$ cat config.mk
export PLATFORM = sky130hd
export DESIGN_NAME = uart_alu_intf_flat
export DESIGN_NICKNAME = d
export VERILOG_FILES = /design/src/rtl/uart_alu_intf_if.sv /design/src/rtl/uart_alu_intf.sv /design/src/flat_wrapper.sv
export SDC_FILE = /design/constraint.sdc
export NUM_CORES = 1
export LEC_CHECK = 0
export ABC_AREA = 1
export CORE_MARGIN = 3
export CORE_UTILIZATION = 32
export DETAILED_ROUTE_END_ITERATION = 6
export HOLD_SLACK_MARGIN = 0.06
export SLEW_MARGIN = 10
export SYNTH_ARGS = -nofsm -noshare
export SYNTH_HDL_FRONTEND = slang
export SYNTH_SLANG_ARGS = --single-unit
$ cat constraint.sdc
create_clock -name i_Clock -period 1.25 [get_ports i_Clock]
set_clock_uncertainty 0.15 [all_clocks]
set_input_delay 0.1875 -clock i_Clock [delete_from_list [all_inputs] [get_ports i_Clock]]
set_output_delay 0.1875 -clock i_Clock [all_outputs]
set_load 0.01 [all_outputs]
$ cat src/rtl/uart_alu_intf_if.sv
// Receiver/ALU/transmitter signal bundle for the command sequencer.
// master = sequencer side, slave = surrounding UART, ALU and bench.
interface uart_alu_intf_if #(
  parameter int BITS = 8,
  parameter int OP_W = 6
);
  logic            rx_done;
  logic [7:0]      rx_byte;
  logic [BITS-1:0] alu_result;
  logic            tx_done;
  logic [BITS-1:0] alu_a;
  logic [BITS-1:0] alu_b;
  logic [OP_W-1:0] alu_op;
  logic [7:0]      tx_byte;
  logic            tx_start;
  logic            busy;

  modport master (
    input  rx_done, rx_byte, alu_result, tx_done,
    output alu_a, alu_b, alu_op, tx_byte, tx_start, busy
  );

  modport slave (
    output rx_done, rx_byte, alu_result, tx_done,
    input  alu_a, alu_b, alu_op, tx_byte, tx_start, busy
  );
endinterface

$ cat src/rtl/uart_alu_intf.sv
// Collects A, B, opcode bytes from the UART receiver, latches the ALU result and
// issues a one-cycle transmit request; start rises two edges after the opcode edge.
module uart_alu_intf #(
  parameter int BITS = 8,
  parameter int OP_W = 6
) (
  input  logic             i_Clock,
  input  logic             i_reset,
  uart_alu_intf_if.master  bus
);

  typedef enum logic [2:0] {
    WAIT_A  = 3'd0,
    WAIT_B  = 3'd1,
    WAIT_OP = 3'd2,
    CALC    = 3'd3,
    SEND    = 3'd4,
    WAIT_TX = 3'd5
  } state_t;

  state_t state;
  logic   rx_d;
  logic   tx_d;
  logic   rx_evt;
  logic   tx_evt;
  logic   rx_hi_unused;

  // Done levels may be held many cycles; only the rising edge counts.
  assign rx_evt       = bus.rx_done & ~rx_d;
  assign tx_evt       = bus.tx_done & ~tx_d;
  assign rx_hi_unused = ^bus.rx_byte[7:OP_W];

  assign bus.busy = (state == CALC) || (state == SEND) || (state == WAIT_TX);

  always_ff @(posedge i_Clock or negedge i_reset) begin
    if (!i_reset) begin
      state        <= WAIT_A;
      rx_d         <= 1'b0;
      tx_d         <= 1'b0;
      bus.alu_a    <= '0;
      bus.alu_b    <= '0;
      bus.alu_op   <= '0;
      bus.tx_byte  <= '0;
      bus.tx_start <= 1'b0;
    end else begin
      rx_d         <= bus.rx_done;
      tx_d         <= bus.tx_done;
      bus.tx_start <= 1'b0;
      case (state)
        WAIT_A: if (rx_evt) begin
          bus.alu_a <= bus.rx_byte;
          state     <= WAIT_B;
        end
        WAIT_B: if (rx_evt) begin
          bus.alu_b <= bus.rx_byte;
          state     <= WAIT_OP;
        end
        WAIT_OP: if (rx_evt) begin
          bus.alu_op <= bus.rx_byte[OP_W-1:0];
          state      <= CALC;
        end
        // One cycle for the external combinational ALU to settle on the new opcode.
        CALC: begin
          bus.tx_byte <= bus.alu_result[7:0];
          state       <= SEND;
        end
        SEND: begin
          bus.tx_start <= 1'b1;
          state        <= WAIT_TX;
        end
        WAIT_TX: if (tx_evt) state <= WAIT_A;
        default: state <= WAIT_A;
      endcase
    end
  end

endmodule
$ cat src/flat_wrapper.sv
// flat-port wrapper written by rule: the top's interface ports become plain ports
module uart_alu_intf_flat 
#(
  parameter int BITS = 8,
  parameter int OP_W = 6
)
  (i_Clock, i_reset, bus_rx_done, bus_rx_byte, bus_alu_result, bus_tx_done, bus_alu_a, bus_alu_b, bus_alu_op, bus_tx_byte, bus_tx_start, bus_busy);
  uart_alu_intf_if #(.BITS(BITS), .OP_W(OP_W)) bus_i ();
  input  logic i_Clock;
  input  logic i_reset;
  input wire logic [$bits(bus_i.rx_done)-1:0] bus_rx_done;
  input wire logic [$bits(bus_i.rx_byte)-1:0] bus_rx_byte;
  input wire logic [$bits(bus_i.alu_result)-1:0] bus_alu_result;
  input wire logic [$bits(bus_i.tx_done)-1:0] bus_tx_done;
  output wire logic [$bits(bus_i.alu_a)-1:0] bus_alu_a;
  output wire logic [$bits(bus_i.alu_b)-1:0] bus_alu_b;
  output wire logic [$bits(bus_i.alu_op)-1:0] bus_alu_op;
  output wire logic [$bits(bus_i.tx_byte)-1:0] bus_tx_byte;
  output wire logic [$bits(bus_i.tx_start)-1:0] bus_tx_start;
  output wire logic [$bits(bus_i.busy)-1:0] bus_busy;
  assign bus_i.rx_done = bus_rx_done;
  assign bus_i.rx_byte = bus_rx_byte;
  assign bus_i.alu_result = bus_alu_result;
  assign bus_i.tx_done = bus_tx_done;
  assign bus_alu_a = bus_i.alu_a;
  assign bus_alu_b = bus_i.alu_b;
  assign bus_alu_op = bus_i.alu_op;
  assign bus_tx_byte = bus_i.tx_byte;
  assign bus_tx_start = bus_i.tx_start;
  assign bus_busy = bus_i.busy;
  uart_alu_intf #(.BITS(BITS), .OP_W(OP_W)) u_core (.i_Clock(i_Clock), .i_reset(i_reset), .bus(bus_i));
endmodule
# Yosys cells after proc, flatten, opt, wreduce, memory -nomap -nowiden

Cells that the tools add are included.

$add $sub $neg: 0
Multiply operators: 0
Divide/modulo/power cells: 0
$lt $le $gt $ge: 0
Equality and inequality tests: 9
Shift-type cells: 0
Multiplexer cells: 6
Bitwise gates (word level): 4
Reductions and logical operators: 7

Operators by type and width:

| cell               | count |
|---|---|
| $pmux 3 s6         | 1 |
| $mux 3             | 4 |
| $ne 2x1->1 const B | 4 |
| $eq 3x2->1 const B | 2 |
| $eq 3x3->1 const B | 2 |
| $reduce_and 2->1   | 3 |
| $reduce_and 4->1   | 1 |
| $eq 3x1->1 const B | 1 |
| $logic_not 3->1    | 1 |
| $and 1x1->1        | 2 |
| $logic_or 1x1->1   | 2 |
| $not 1->1          | 2 |
| $mux 1             | 1 |

Register bits after elaboration: 36
Bits in latches: 0
RAM bits: 0
Bits in read-only memories: 0
Input port bits: 20
Output and inout port bits: 32
Word-level logic and storage cells: 34
Memories kept: 0

# Longest topological paths before layout

Depth after elaboration: 4
Mapped depth: 7
Depth with buffers taken out: 6

# Worst setup path before layout

OpenSTA, ideal clock, no wires.

Path kind: flip-flop to output port
Start point: reg u_core.state[1]
End point: out bus_busy
Arrival: 0.978 ns
Required time: 0.912 ns
Setup slack: -0.066 ns
Cell stages (with the launch flop): 6
Buffers on the path: 0
Cells stage by stage: dfrtp_1 -> nor2_2 -> inv_1 -> o21ai_0 -> inv_1 -> nand2_1

Cells in the longest elaborated chain, start to end: 3
Elaborated cells between the ends (all ways): 5
Classes of those cells: 3 x eq/ne; 2 x reduce/logical

RTL lines:

| what                                     | line                | source |
|---|---|---|
| start: declaration                       | uart_alu_intf.sv:21 | `state_t state;` |
| start signal: assignment                 | uart_alu_intf.sv:37 | `state <= WAIT_A;` |
| start signal: assignment                 | uart_alu_intf.sv:52 | `state <= WAIT_B;` |
| start signal: assignment                 | uart_alu_intf.sv:56 | `state <= WAIT_OP;` |
| $eq 3x2->1 or $eq 3x3->1 (tied branches) | uart_alu_intf.sv:33 | `assign bus.busy = (state == CALC) \|\| (state == SEND) \|\| (state == WAIT_TX);` |
| $logic_or 1x1->1                         | uart_alu_intf.sv:33 |  |
| $logic_or 1x1->1 *                       | uart_alu_intf.sv:33 |  |
| end: declaration                         | flat_wrapper.sv:20  | `output wire logic [$bits(bus_i.busy)-1:0] bus_busy;` |

Every way passes the cells marked *; elsewhere a longest branch is shown, timed or not.

# Final worst setup path

Ends and elaborated chain as after synthesis.

==> flow_summary.yaml <==
critical_path:
  end_kind: "output port"
  criticalPathCategory: "reg -> out"
  cp.arrival_ns: 1.24
  path_buf_inv: 3
  crit_path_start_kind: "flop"
  crit_family: "flip-flops"
  r2r_slack_ns: -0.20
  crit_path_max_incr_delay_ns: 0.45
  path_cells: "nor2_4 > inv_2 > o21ai_2 > inv_1 > nand2_1 > buf_2"
  crit_slowest_cell: "dfrtp_2"
  cp_max_fo: 4
  cp.required_ns: 0.91
clock_tree:
  clockRootBuffer: "clkbuf_8"
  cts_buffer_depth: 2
  tritoncts: "yes"
  clk_latency_ns: 0.28
  clock-sinks: 36
  cts_made_buffers: 5
  h-tree-depth: 2
  clkTransAtPathRegs_ns: 0.07
timing:
  clock.fmax_ghz: 0.6339
  drv_slew: 0
  post-route-period-util_pct: 126.2
  setup-violations-final: 26
  tightestPinTransition_ns: 0.2306
  postLayoutSetupSlackWorst_ns: -0.3275
  finalHoldViolCount: 0
  fin_crit_ns: 1.577
  rsz0062_at_grt: "true"
  slew-limit-headroom_pct: 84.59
floorplanning:
  die_w_um: 75.29
  die_y_um: 75.29
  start_util_pct: 34.11
  die-area_um2: 5669
  core_area_um2: 4504
  ios: 52
  core.rowCount: 24
power_and_ir_drop:
  vdd.ir_drop.worst_mv: 1.017
  p_leak_nw: 1.253
  finalPower_mw: 5.613
  powerDensity_nw_per_um2: 2359
yosys:
  async_reset_ff_share_pct: 100.0
  syn_avg_cell_area_um2: 9.312
  synth_edf_count: 0
  synth_top_cell_area_share_pct: 58.63
  synth.distinct_cells: 20
  synthTopCellsByArea: "dfrtp_1, nand2_1, o21ai_0, inv_1, o21ai_2"
  ys_warn_count: 0
  ys_dominant_reg_cell: "dfrtp_1"
  post-synth-top-count-cell: "nand2_1"
  synthesis.area_um2: 1536
  synthesis.instances: 165
  synth_top_area_cell: "dfrtp_1"
  yosys-top-cells-count: "nand2_1, dfrtp_1, inv_1"
  synth_nets: 185
  ys_ff_latch: 36
  synth_seq_area_share_pct: 58.63
detailed_routing:
  drtIter0Drc: 26
  post_drt_wl_per_cell_um: 13.22
  drc_errors: 0
  num_vias: 1361
  drt_first_pass_iters: 4
  wl_um: 3939
  ant_nets: 0
  viasPerCell: 4.567
grt:
  gr-total-overflow: 0
  grt_pass1_wl_um: 6030
  antenna_found_initial: 0
  grt_pass1_vias: 1292
  track_usage_pct: 13.97
  grt_max_degree: 37
place:
  place_hpwl_um: 2515
  port_buffers: 51
  gp_congestion: 0.7589
  dp_slack_ns: -0.4458
status:
  status: "finished with violations"
  violations: "negative setup slack"
hold_path:
  min-delay-path-class: "in -> reg"
finish:
  n_antenna_cell: 0
  layout-drive-gt1-share_pct: 38.21
  final_util_pct: 52.83
  area_growth_pct: 54.89
  fin_nets: 265
job:
  maxCapViolCount: 0
registers in the layout, indices dropped and copies added, names as in the netlist:
register	count
u_core.state	3
u_core.bus.alu_op	6
u_core.bus.tx_start	1
u_core.rx_d	1
u_core.bus.tx_byte	8
u_core.bus.alu_a	8
u_core.bus.alu_b	8
u_core.tx_d	1
worst register-to-register path: stages, from the launching register on:
cell and delay [ns]:
dfrtp_2 0.45, nor2_4 0.13, buf_4 0.12, buf_6 0.12
buf_12 0.11, nand2_4 0.05, o21ai_0 0.14, nand2_1 0.07
metal layers:
layer	share of wire, %	up-vias	GRT usage (%)	wire length [um]
li1	-	685	-	-
met3	6.1	2	4.222	241
met5	0	-	0	0
met1	48	632	19.50	1895
met4	0.20	0	3.107	8
met2	46	42	21.57	1794
layout make-up:
cell class / instances / area (um^2)
fill: 449 / 2125
timing repair buffer: 75 / 609.3
clock buffer: 6 / 82.58
multi-input combinational: 107 / 634.4
inverter: 20 / 75.07
sequential: 36 / 903.4
tap: 52 / 65.06
clock inverter: 2 / 10.01
worst paths after layout:
path | from | endpoint | cells past startpoint
worst max register to register | u_core.state[1]$_DFFE_PN0P_ | u_core.bus.alu_a[2]$_DFFE_PN0P_ | 7
worst max-delay path | u_core.state[1]$_DFFE_PN0P_ | bus_busy | 6
worst min register to register | u_core.bus.alu_b[4]$_DFFE_PN0P_ | u_core.bus.alu_b[4]$_DFFE_PN0P_ | 2
min in group asynchronous | i_reset | u_core.tx_d$_DFF_PN0_ | 3
max in group asynchronous | i_reset | u_core.state[1]$_DFFE_PN0P_ | 3
worst min-delay path | bus_tx_done | u_core.tx_d$_DFF_PN0_ | 1
metrics by stage:
step	TNS (ns)	instance area [um^2]	hold WS [ns]	cells
floorplan	-0.04956	1544	-0.2581	165
global placement	-6.197	2241	0.01662	280
detailed placement	-6.655	2241	0.01931	280
CTS	-3.751	2395	0.2165	292
global route	-5.808	2380	0.2179	298
finish	-3.970	2380	0.2188	298
placed cells by master (no fill, tap or decap):
| cell | instances |
|---|---|
| o21ai_0 | 12 |
| o21ai_1 | 12 |
| inv_2 | 3 |
| o21ai_2 | 7 |
| nand3_4 | 2 |
| nor2_1 | 2 |
| nand2_8 | 2 |
| nand2_4 | 2 |
| nand3_2 | 2 |
| buf_12 | 4 |
| dlygate4sd3_1 | 1 |
| inv_1 | 17 |
| buf_2 | 19 |
| clkdlybuf4s50_1 | 18 |
| clkbuf_8 | 6 |
| nand2_1 | 52 |
| dfrtp_1 | 34 |
| dfrtp_2 | 2 |
| clkinv_2 | 2 |
| nand2_2 | 5 |
| clkbuf_2 | 13 |
| buf_4 | 12 |
| nand3_1 | 2 |
| nand4_4 | 1 |
| nor2_4 | 4 |
| a21oi_1 | 1 |
| nor2_8 | 1 |
| clkdlybuf4s15_1 | 1 |
| buf_6 | 7 |
cell families after synthesis:
group | synth area share (%)
DFF | 58.63
AOI/OAI and AO/OA | 11.89
buffers and inverters | 6.921
and+or+nand+nor | 22.56
power breakdown:
part | switching, mW | internal (mW) | leakage (nW) | total (mW)
Sequential | 0.274 | 1.67 | 0.447 | 1.95
Combinational | 1.50 | 1.30 | 0.755 | 2.80
Clock | 0.425 | 0.440 | 0.0510 | 0.865
Total | 2.20 | 3.41 | 1.25 | 5.61
timing repair:
item / in CTS / in global routing
hold buffers: 1 / 0
resized for setup: 103 / 40
endpoints found under the setup margin: 57 / 53
cloned: 0 / 2
pin swaps: 4 / 14
setup buffers: 6 / 5
hold endpoints to repair: 36 / 0
(Power assumes the default switching activity.)
